<file path="src/rtl/vending_pkg.sv">
// Shared types and constants for the parametrised vending controller.
// Includes the state encoding, coin values and a helper that extracts one price from the packed table.
package vending_pkg;

    typedef enum logic [1:0] {IDLE, VEND, CHANGE} vend_state_e;

    localparam int unsigned QUARTER_VAL = 1;
    localparam int unsigned DOLLAR_VAL  = 4;

    // Wide enough for 16 products at up to 16-bit credit.
    localparam int unsigned PRICE_VEC_W = 256;

    function automatic int unsigned price_slice(input logic [PRICE_VEC_W-1:0] prices,
                                                input int unsigned idx,
                                                input int unsigned w);
        logic [PRICE_VEC_W-1:0] mask;
        mask = (PRICE_VEC_W'(1) << w) - PRICE_VEC_W'(1);
        return 32'((prices >> (idx * w)) & mask);
    endfunction

endpackage

</file>
<file path="src/rtl/vending_controller_gen_if.sv">
// Coin/selection front-end to controller bus.
// The master side drives coins and requests. The slave side returns the vend and change actuator pulses and status.
interface vending_controller_gen_if #(
    parameter int NUM_PRODUCTS = 4,
    parameter int MAX_CREDIT   = 8
);
    localparam int CREDIT_W = $clog2(MAX_CREDIT + 1);

    logic                    quarter_in;
    logic                    dollar_in;
    logic [NUM_PRODUCTS-1:0] select;
    logic                    cancel;
    logic [NUM_PRODUCTS-1:0] product;
    logic                    quarter_out;
    logic                    coin_reject;
    logic                    insufficient;
    logic [CREDIT_W-1:0]     credit;
    logic                    busy;

    modport master (
        output quarter_in, dollar_in, select, cancel,
        input  product, quarter_out, coin_reject, insufficient, credit, busy
    );

    modport slave (
        input  quarter_in, dollar_in, select, cancel,
        output product, quarter_out, coin_reject, insufficient, credit, busy
    );

endinterface

</file>
<file path="src/rtl/vend_select_arbiter.sv">
// Lowest-index priority encoder for the product request vector.
// Produces a valid flag, the winning index and its one-hot form.
module vend_select_arbiter #(
    parameter  int NUM_PRODUCTS = 4,
    localparam int IDX_W        = (NUM_PRODUCTS > 1) ? $clog2(NUM_PRODUCTS) : 1
) (
    input  logic [NUM_PRODUCTS-1:0] select,
    output logic                    valid,
    output logic [IDX_W-1:0]        index,
    output logic [NUM_PRODUCTS-1:0] onehot
);

    always_comb begin
        valid  = 1'b0;
        index  = '0;
        onehot = '0;
        for (int unsigned i = 0; i < NUM_PRODUCTS; i++) begin
            if (select[i] && !valid) begin
                valid     = 1'b1;
                index     = IDX_W'(i);
                onehot[i] = 1'b1;
            end
        end
    end

endmodule

</file>
<file path="src/rtl/vending_controller_gen.sv">
// Multi-product vending controller: accumulates quarter/dollar credit, vends one product at a time,
// and returns change or a cancelled credit one quarter per cycle.
module vending_controller_gen
    import vending_pkg::*;
#(
    parameter int NUM_PRODUCTS = 4,
    parameter int MAX_CREDIT   = 8,
    parameter logic [NUM_PRODUCTS*$clog2(MAX_CREDIT+1)-1:0] PRICES = 16'h6432
) (
    input  logic                  clk,
    input  logic                  rnot,
    vending_controller_gen_if.slave bus
);

    localparam int unsigned CREDIT_W = $clog2(MAX_CREDIT + 1);
    localparam int unsigned SUM_W    = CREDIT_W + 3;
    localparam int          IDX_W    = (NUM_PRODUCTS > 1) ? $clog2(NUM_PRODUCTS) : 1;
    localparam logic [PRICE_VEC_W-1:0] PRICES_EXT = PRICE_VEC_W'(PRICES);

    vend_state_e             state;
    logic                    sel_valid;
    logic [IDX_W-1:0]        sel_idx;
    logic [NUM_PRODUCTS-1:0] sel_onehot;
    logic [CREDIT_W-1:0]     price_k;
    logic                    coin_any;
    logic [SUM_W-1:0]        coin_sum;
    logic                    coin_fits;

    vend_select_arbiter #(
        .NUM_PRODUCTS(NUM_PRODUCTS)
    ) u_arbiter (
        .select (bus.select),
        .valid  (sel_valid),
        .index  (sel_idx),
        .onehot (sel_onehot)
    );

    // Coin sum is formed wider than credit so an overflowing coin is detected, not wrapped.
    always_comb begin
        price_k   = CREDIT_W'(price_slice(PRICES_EXT, 32'(sel_idx), CREDIT_W));
        coin_any  = bus.quarter_in | bus.dollar_in;
        coin_sum  = SUM_W'(bus.credit)
                  + (bus.quarter_in ? SUM_W'(QUARTER_VAL) : '0)
                  + (bus.dollar_in  ? SUM_W'(DOLLAR_VAL)  : '0);
        coin_fits = (coin_sum <= SUM_W'(MAX_CREDIT));
    end

    always_ff @(posedge clk or negedge rnot) begin
        if (!rnot) begin
            state            <= IDLE;
            bus.credit       <= '0;
            bus.product      <= '0;
            bus.quarter_out  <= 1'b0;
            bus.coin_reject  <= 1'b0;
            bus.insufficient <= 1'b0;
            bus.busy         <= 1'b0;
        end else begin
            bus.product      <= '0;
            bus.quarter_out  <= 1'b0;
            bus.coin_reject  <= 1'b0;
            bus.insufficient <= 1'b0;
            case (state)
                IDLE: begin
                    if (sel_valid) begin
                        bus.coin_reject <= coin_any;
                        if (bus.credit >= price_k) begin
                            state       <= VEND;
                            bus.credit  <= bus.credit - price_k;
                            bus.product <= sel_onehot;
                            bus.busy    <= 1'b1;
                        end else begin
                            bus.insufficient <= 1'b1;
                        end
                    end else if (bus.cancel && (bus.credit != '0)) begin
                        state           <= CHANGE;
                        bus.quarter_out <= 1'b1;
                        bus.coin_reject <= coin_any;
                        bus.busy        <= 1'b1;
                    end else if (coin_any) begin
                        if (coin_fits) begin
                            bus.credit <= coin_sum[CREDIT_W-1:0];
                        end else begin
                            bus.coin_reject <= 1'b1;
                        end
                    end
                end
                VEND: begin
                    bus.coin_reject <= coin_any;
                    if (bus.credit != '0) begin
                        state           <= CHANGE;
                        bus.quarter_out <= 1'b1;
                    end else begin
                        state    <= IDLE;
                        bus.busy <= 1'b0;
                    end
                end
                CHANGE: begin
                    // quarter_out is already high for this cycle; the edge retires that quarter.
                    bus.coin_reject <= coin_any;
                    if (bus.credit > CREDIT_W'(1)) begin
                        bus.credit      <= bus.credit - CREDIT_W'(1);
                        bus.quarter_out <= 1'b1;
                    end else begin
                        bus.credit <= '0;
                        state      <= IDLE;
                        bus.busy   <= 1'b0;
                    end
                end
                default: begin
                    state    <= IDLE;
                    bus.busy <= 1'b0;
                end
            endcase
        end
    end

endmodule

</file>
<file path="src/flat_wrapper.sv">
// flat-port wrapper written by rule: the top's interface ports become plain ports
module vending_controller_gen_flat import vending_pkg::*;
#(
    parameter int NUM_PRODUCTS = 4,
    parameter int MAX_CREDIT   = 8,
    parameter logic [NUM_PRODUCTS*$clog2(MAX_CREDIT+1)-1:0] PRICES = 16'h6432
)
  (clk, rnot, bus_quarter_in, bus_dollar_in, bus_select, bus_cancel, bus_product, bus_quarter_out, bus_coin_reject, bus_insufficient, bus_credit, bus_busy);
  vending_controller_gen_if #(.NUM_PRODUCTS(NUM_PRODUCTS), .MAX_CREDIT(MAX_CREDIT)) bus_i ();
  input  logic clk;
  input  logic rnot;
  input wire logic [$bits(bus_i.quarter_in)-1:0] bus_quarter_in;
  input wire logic [$bits(bus_i.dollar_in)-1:0] bus_dollar_in;
  input wire logic [$bits(bus_i.select)-1:0] bus_select;
  input wire logic [$bits(bus_i.cancel)-1:0] bus_cancel;
  output wire logic [$bits(bus_i.product)-1:0] bus_product;
  output wire logic [$bits(bus_i.quarter_out)-1:0] bus_quarter_out;
  output wire logic [$bits(bus_i.coin_reject)-1:0] bus_coin_reject;
  output wire logic [$bits(bus_i.insufficient)-1:0] bus_insufficient;
  output wire logic [$bits(bus_i.credit)-1:0] bus_credit;
  output wire logic [$bits(bus_i.busy)-1:0] bus_busy;
  assign bus_i.quarter_in = bus_quarter_in;
  assign bus_i.dollar_in = bus_dollar_in;
  assign bus_i.select = bus_select;
  assign bus_i.cancel = bus_cancel;
  assign bus_product = bus_i.product;
  assign bus_quarter_out = bus_i.quarter_out;
  assign bus_coin_reject = bus_i.coin_reject;
  assign bus_insufficient = bus_i.insufficient;
  assign bus_credit = bus_i.credit;
  assign bus_busy = bus_i.busy;
  vending_controller_gen #(.NUM_PRODUCTS(NUM_PRODUCTS), .MAX_CREDIT(MAX_CREDIT), .PRICES(PRICES)) u_core (.clk(clk), .rnot(rnot), .bus(bus_i));
endmodule
</file>
<file path="config.mk">
export PLATFORM = sky130hd
export DESIGN_NAME = vending_controller_gen_flat
export DESIGN_NICKNAME = d
export VERILOG_FILES = /design/src/rtl/vending_pkg.sv /design/src/rtl/vending_controller_gen_if.sv /design/src/rtl/vend_select_arbiter.sv /design/src/rtl/vending_controller_gen.sv /design/src/flat_wrapper.sv
export SDC_FILE = /design/constraint.sdc
export NUM_CORES = 1
export LEC_CHECK = 0
export CAP_MARGIN = 20
export CORE_UTILIZATION = 44
export DETAILED_ROUTE_END_ITERATION = 8
export GPL_ROUTABILITY_DRIVEN = 0
export PLACE_DENSITY = 0.78
export SLEW_MARGIN = 20
export SYNTH_ARGS = -nofsm -noshare
export SYNTH_HDL_FRONTEND = slang
export SYNTH_HIERARCHICAL = 1
export SYNTH_SLANG_ARGS = --single-unit
export TNS_END_PERCENT = 20
</file>
<file path="constraint.sdc">
create_clock -name clk -period 2.55 [get_ports clk]
set_input_delay 0.51 -clock clk [delete_from_list [all_inputs] [get_ports clk]]
set_output_delay 0.51 -clock clk [all_outputs]
set_load 0.02 [all_outputs]
</file>
==> reports/summary.md, run 1 <==
The post-synthesis instance total is 126, and the number of global-route vias before repair is 1087. Along the worst hold path, the cell count comes to 2. The Yosys step of the flow raised 6 warnings. The maximum VDD drop is 0.8314 mV, and the remaining antenna violation count is 0. The switching power share of the total is 0.4494.

The final instance area came out at 1598 sq um. Summed over all layers, the global routing overflow is 0. The most frequently used flop master after synthesis is sky130_fd_sc_hd__dfrtp_1.

The tools report the internal power as 1.159 mW. After the last flow step, the layout net total stands at 190. The clock reaches the later pin of the worst-skew pair after 280 ps. The run gives 0.5939 as the headroom to the max-slew limit. Pin count of the biggest net entering global routing: 17.

In this run the worst hold path is classified as flip-flop to flip-flop. Measured in cells, the most critical reg-to-reg path has a length of 8. In this run the static leakage power is 0.7475 nW. In this run the standard cell core region covers 2455 sq um. The type of the worst setup path is input pin to flip-flop. The starting DRC count in detailed routing is 43, and the die width is 52.87 um. Yosys mapped the design onto 43 distinct sky130hd cell types.

The final-report hold violation count was 0. The worst setup path is launched from an input pin. Setup violations remaining at the end of the flow were counted as 0.

The ratio of total power to cell area is 1317 nW/um^2. The tools report the element type at the critical path end as a flip-flop. Static timing analysis puts the maximum clock frequency at 404.9 MHz. The number of max-slew violations in the final report is 0. The final reports fail on DRC. Using the TritonRoute via totals, the vias-per-cell ratio works out to 5.883. The antenna cell count was 0. The fraction of registers with async set or reset after synthesis was 1.000. The number of remaining DRC errors was 2; the core utilization of the finished layout was 0.6509. Max-cap violations in this run came to 0. The clock skew was 2.060 ps; the period utilization was 0.9686.

Counting every net in the synthesized netlist gives 149. The floorplan has 18 rows. The synthesized design contains 14 register bits.

In the layout the commonest cells are sky130_fd_sc_hd__buf_4, sky130_fd_sc_hd__clkdlybuf4s50_1, sky130_fd_sc_hd__dfrtp_1. The die covers 2795 sq um. The run gives 1 as the CTS H-tree depth. The sequential share of power is 0.214, and the number of antenna violations at the first check in global routing is 0.

The clock-pin transition on the worst setup and hold timing paths was 90 ps; the largest fanout on the critical path was 4. The cts-stage hold buffer count is 0. The run gives 4968 um as the global-route wire length before repair.

The tools report the required time of the worst setup path as 2730 ps. The number of sinks handled by clock tree synthesis was 14; the combinational cell fraction of total power was 0.707. The run gives 0.079 as the clock network power share. The clock passes through at most 2 buffers. Commonest non-fill, non-tap cell in the layout: sky130_fd_sc_hd__buf_4.

Setup repair after global routing left no endpoint under its margin. In this run the cell area measured after placement is 1496 sq um. For the number of buffers created by CTS, the log shows 3. Buffers placed on the I/O ports in this run total 20.

The cell area that synthesis handed to floorplanning was 1139 sq um. The number of iterations in the first detailed-routing pass was 6; the shortest period the worst path allows was 2470 ps. For this design the total switching power over the nets is 0.9458 mW. The aggregate global-route resource usage is 0.2438, and the mean cell area of the mapped netlist is 9.036 sq um.

Sequential area share after synthesis: 0.3077. The total I/O pin count is 21, and the number of flops mapped to enable cells by yosys is 0. The starting density of the core was 0.4638. For the final wirelength, the log shows 3222 um. The layout cell share with drive strength beyond 1 came out at 0.2771. The flow ran to the end, but the final reports show violations.

Detailed routing inserted a total of 1153 vias. The placed wire-length estimate came out at 2215 um. After detailed routing, the average wire length per cell comes to 16.44 um. TritonCTS built the clock tree.

Data arrives at the worst endpoint at 2650 ps. The area growth from synthesis to layout is 40.33%. The floorplan step set the die height to 52.87 um. The root buffer cell chosen for the clock tree is sky130_fd_sc_hd__clkbuf_4. The slew at the pin with the worst max-slew slack was 607.3 ps.
metal layers:
layer / share of wire / wire length (um) / global-route usage
met1: 0.44 / 1415 / 0.3128
met2: 0.51 / 1653 / 0.4346
met3: 0.041 / 132 / 0.03161
met4: 0.0065 / 21 / 0.04386
met5: 0 / 0 / 0
power by group through the flow:
stage / combinational, mW / clock (mW) / sequential [mW]
final: 1.49 / 0.166 / 0.450
after global routing: 1.62 / 0.180 / 0.463
after CTS: 1.44 / 0.161 / 0.447
after detailed placement: 1.32 / 0 / 0.451
after global placement: 1.28 / 0 / 0.441
after floorplan: 0.752 / 0 / 0.499
path summary, 6_finish.rpt:
kind / start / to / slack (ps)
max reg2reg: u_core/bus.credit[0] / u_core/bus.credit[3] / 190
min: u_core/bus.busy / u_core/bus.busy / 570
max: bus_quarter_in / u_core/bus.credit[3] / 80
min in group asynchronous: rnot / u_core/bus.coin_reject / 600
min reg2reg: u_core/bus.busy / u_core/bus.busy / 570
max in group asynchronous: rnot / u_core/bus.product[2] / 1560
stage by stage:
stage	instances	setup TNS [ps]	power (mW)	hold slack, ps	setup WS [ps]
2_1_floorplan	126	0	1.251	214.4	12.29
3_3_place_gp	189	-4924	1.720	521.7	-550.9
3_5_place_dp	189	-6147	1.766	542.7	-666.4
4_1_cts	196	0	2.046	565.4	9.278
5_1_grt	196	0	2.258	578.6	4.188
6_report	196	0	2.105	570.5	79.99
flip-flops by register name (all words and copies together) (netlist names):
signal	flops
u_core/bus.coin_reject	1
u_core/bus.credit	4
u_core/bus.insufficient	1
u_core/bus.quarter_out	1
u_core/state	2
u_core/bus.busy	1
u_core/bus.product	4
critical path: stages:
cell	delay, ps
sky130_fd_sc_hd__clkdlybuf4s50_1	420
sky130_fd_sc_hd__ha_1	240
sky130_fd_sc_hd__ha_1	290
sky130_fd_sc_hd__or2_2	310
sky130_fd_sc_hd__o2111ai_2	200
sky130_fd_sc_hd__a211o_1	200
sky130_fd_sc_hd__nand2_2	130
sky130_fd_sc_hd__mux2_4	330
what timing repair did:
| item | 4_1_cts | 5_1_grt |
|---|---|---|
| gates resized for setup | 21 | 8 |
| pin swaps | 6 | 3 |
| gates cloned | 0 | 0 |
| endpoints found under the setup margin | 11 | 7 |
| setup buffers | 3 | 0 |
cells by family after synthesis:
logic type / count (synthesis) / synth area share
adders and majority gates: 14 / 0.1604
xor gates and xnor gates: 2 / 0.01539
DFF: 14 / 0.3077
and+or+nand+nor: 41 / 0.1989
muxes: 4 / 0.03846
buffers and inverters: 14 / 0.05055
AOI/OAI and AO/OA: 37 / 0.2286
Yosys cell counts, types with 3 or more instances:
cell type | instances | share of area
sky130_fd_sc_hd__o22ai_1 | 3 | 0.016
sky130_fd_sc_hd__a21oi_1 | 12 | 0.053
sky130_fd_sc_hd__nand4_1 | 3 | 0.016
sky130_fd_sc_hd__and2_1 | 5 | 0.027
sky130_fd_sc_hd__inv_1 | 10 | 0.033
sky130_fd_sc_hd__mux2_1 | 3 | 0.030
sky130_fd_sc_hd__o21ai_0 | 6 | 0.026
sky130_fd_sc_hd__ha_1 | 13 | 0.14
sky130_fd_sc_hd__nor3_1 | 5 | 0.022
sky130_fd_sc_hd__dfrtp_1 | 14 | 0.31
sky130_fd_sc_hd__nor2_1 | 9 | 0.030
sky130_fd_sc_hd__nand2_1 | 7 | 0.023
area by class of cell:
class                      instances  area (sq um)
timing repair buffer              40         346.6
multi-input combinational         98         789.5
fill                             194         857.1
tap                               30         37.54
clock buffer                       4         36.28
inverter                          10         37.54
sequential                        14         350.3
Note: power is estimated with default switching activity, not from simulation.
==> inputs of run 2 (changes only) <==
--- a/config.mk
+++ b/config.mk
@@ -8,8 +8,9 @@
 export CAP_MARGIN = 20
 export CORE_UTILIZATION = 44
 export DETAILED_ROUTE_END_ITERATION = 8
+export DONT_BUFFER_PORTS = 1
 export GPL_ROUTABILITY_DRIVEN = 0
-export PLACE_DENSITY = 0.78
+export PLACE_DENSITY = 0.61
 export SLEW_MARGIN = 20
 export SYNTH_ARGS = -nofsm -noshare
 export SYNTH_HDL_FRONTEND = slang
==> run 2 against run 1 <==
The flow still finishes with violations (DRC). Routed wire length fell by 20%. Largest power group unchanged. Hold slack got worse by 210 ps. Largest cell class unchanged. Critical path type is now flip-flop to flip-flop. Sequential cell count did not move. Die area did not move. Fmax rose by 3.7%. Sequential power rose by 3%. Final area fell by 19%. Clock skew rose by 3.2 ps. Cell count fell by 15%. Power fell by 18%.
==> reports/summary.md, run 2 (same netlist as run 1, synthesis figures left out) <==
The run gives 3 as the number of buffers created by CTS. The element type at the critical path end is a flip-flop. The final layout contains routed wiring with a total length of 2588 um.

The switching power share of the total is 0.4838. The CTS H-tree depth is 1. The final reports fail on DRC. Summed over all layers, the global routing overflow is 0. Timing would allow up to 419.9 MHz. The max-capacitance violation count was 0; the antenna cell count was 0.

The combinational cell fraction of total power came out at 0.639. For the cts-stage hold buffer count, the log shows 1. The die width came out at 52.87 um. At the worst endpoint, the required time is 2720 ps. The setup total negative slack is 0 ps, and the internal reg-to-reg setup slack is 170 ps.

The shortest period the worst path allows works out to 2381 ps. The wire-length estimate of the detail-placed layout is 2040 um. After detailed routing, the number of vias per cell comes to 5.749. The run gives 2 as the number of buffers between clock root and the deepest sink. The run gives 0.2150 as the aggregate global-route resource usage.

For the worst-skew pair, the clock arrives at the later sink with an insertion delay of 280 ps. The largest individual stage delay along the critical path comes from the cell sky130_fd_sc_hd__dfrtp_1. The final-report hold violation count is 0. In this run the critical register-to-register path is launched from u_core/bus.credit[1]. The count of buffers added on input and output ports is 0. The path class of the tightest hold or removal check is input pin to flip-flop.

For the starting density of the core, the log shows 0.4638. The clock-pin transition on the worst setup and hold timing paths is 90 ps, and the slew at the pin with the worst max-slew slack is 638.6 ps. The internal power was 0.8919 mW; the starting DRC count in detailed routing was 16. Along the worst path, the maximum fanout reaches 5.

The total number of nets in the final design was 161; the number of antenna violations at the first check in global routing was 0. Clock skew on the completed layout was measured at 5.253 ps. The run gives 167 as the non-filler instance count after layout. The count of instances resized after the clock tree is built was 0.

The type of element launching the critical path was a flip-flop. The largest incremental delay on the critical path is 570 ps. Setup repair after global routing left no endpoint under its margin.

Tracing the worst setup path back leads to its startpoint at u_core/bus.credit[1]. The largest registers in the layout are u_core/bus.credit: 4 flops, u_core/bus.product: 4 flops, u_core/state: 2 flops. The run gives 0 as the number of max-slew violations in the final report.

For hold timing, the worst endpoint is u_core/bus.product[0]. For this run, design rule violations remaining after detail routing come to 2. The period utilization is 0.9339, and the number of global-route vias before repair is 988. In this run the static leakage power is 0.6084 nW. Reg-to-reg critical path endpoint: u_core/bus.credit[3].

TritonCTS built the clock tree. The pin count of the biggest net entering global routing is 16. The critical path is of the flip-flop to flip-flop type. Summed over all nets, the switching power comes to 0.8358 mW.

Layout cell share with drive strength beyond 1: 0.1533. Row generation in the floorplan step produced 18 rows. The count of nets left with antenna violations once routing finished came out at 0.

Dividing total power by cell area gives a power density of 1339 nW/um^2. The headroom to the max-slew limit is 0.5729, and the detailed-route wire length per cell is 15.50 um. The number of cells on the worst hold path was 1; the depth of the worst register-to-register path was 7.

Counting tap cells, the placed design contains a total of 162 instances. In the layout the commonest cells are sky130_fd_sc_hd__dfrtp_1, sky130_fd_sc_hd__ha_1, sky130_fd_sc_hd__a21oi_1. After clock tree synthesis, the setup repair step added 0 buffers. CTS placed an instance of sky130_fd_sc_hd__clkbuf_4 at the clock tree root. The area growth from synthesis to layout is 13.30%.

The run finished, with violations left. The detailed router placed 960 vias in this run. The first detailed-routing pass took 6 iterations.

The worst hold path begins at bus_select[0]. The core area is 2455 sq um, and the global-route wire length before repair is 4353 um. The signal on the critical path passes through inv_1, fa_1, a21bo_1, a2111oi_4, o31ai_4, nand2_2, mux2_1.

The sequential share of power is 0.268, and the number of sinks handled by clock tree synthesis is 14. The logs give 2795 sq um for the die area and 21 for the total I/O pin count. The die is 52.87 um tall. The commonest non-fill, non-tap cell in the layout was sky130_fd_sc_hd__dfrtp_1. The tools report the clock network power share as 0.093. The logs give 0.9065 mV for the maximum VDD drop and 2550 ps for the data arrival time at the worst-slack endpoint. Setup violations remaining at the end of the flow were counted as 0.
## run 2: cell types whose count changed in the layout (fill, tap and decap cells not counted), sizes merged
| cell | previous run | this run |
|---|---|---|
| dlygate4sd3 | 0 | 1 |
| clkbuf | 6 | 4 |
| buf | 22 | 10 |
| clkdlybuf4s50 | 16 | 0 |
## run 2: per-stage QoR
step                  util  instance area (sq um)  total power, mW  hold slack [ps]  worst slack [ps]
floorplan                -                   1151            1.251            214.4             12.29
global placement    0.5066                   1244            1.543            214.7            -24.42
detailed placement  0.5066                   1244            1.556            214.7            -77.15
CTS                 0.5255                   1290            1.734            356.2             155.6
global route        0.5255                   1290            1.894            359.5             24.52
finish              0.5255                   1290            1.728            362.8             168.6
## run 2: area by class of cell
cell class                 count  area (sq um)
clock buffer                   4         36.28
fill                         238          1165
inverter                      10         37.54
multi-input combinational     98         743.2
sequential                    14         350.3
tap                           30         37.54
timing repair buffer          11         85.08
## run 2: power by group through the flow
stage / registers [mW] / logic, mW / clock network (mW)
CTS: 0.464 / 1.10 / 0.168
global route: 0.479 / 1.23 / 0.181
floorplan: 0.499 / 0.752 / 0
global placement: 0.468 / 1.08 / 0
finish: 0.462 / 1.10 / 0.161
detailed placement: 0.469 / 1.09 / 0
## run 2: metal layers
metal,GRT usage,part of all wire,vias up
met5,0,0,-
met4,0.04386,0.0031,0
met3,0.07184,0.043,3
met2,0.3713,0.50,20
met1,0.2565,0.45,457
li1,-,-,480
## run 2: how the worst max path moves through the flow
| stage | end | slack (ps) | cells after the start |
|---|---|---|---|
| 5_1_grt | u_core/bus.credit[0] | 20 | 7 |
| 4_1_cts | u_core/bus.credit[3] | 160 | 7 |
| 2_1_floorplan | u_core/bus.credit[1] | 10 | 9 |
| 3_5_place_dp | u_core/bus.credit[3] | -80 | 10 |
| 6_report | u_core/bus.credit[3] | 170 | 7 |
| 3_3_place_gp | u_core/bus.credit[3] | -20 | 10 |
## run 2: worst max-delay path: cells and delay by family (launching register included)
kind / cells / cell delay [ps]
buffers and inverters: 1 / 190
adders and majority gates: 1 / 460
muxes: 1 / 320
and+or+nand+nor: 1 / 120
DFF: 1 / 570
AOI/OAI and AO/OA: 3 / 600
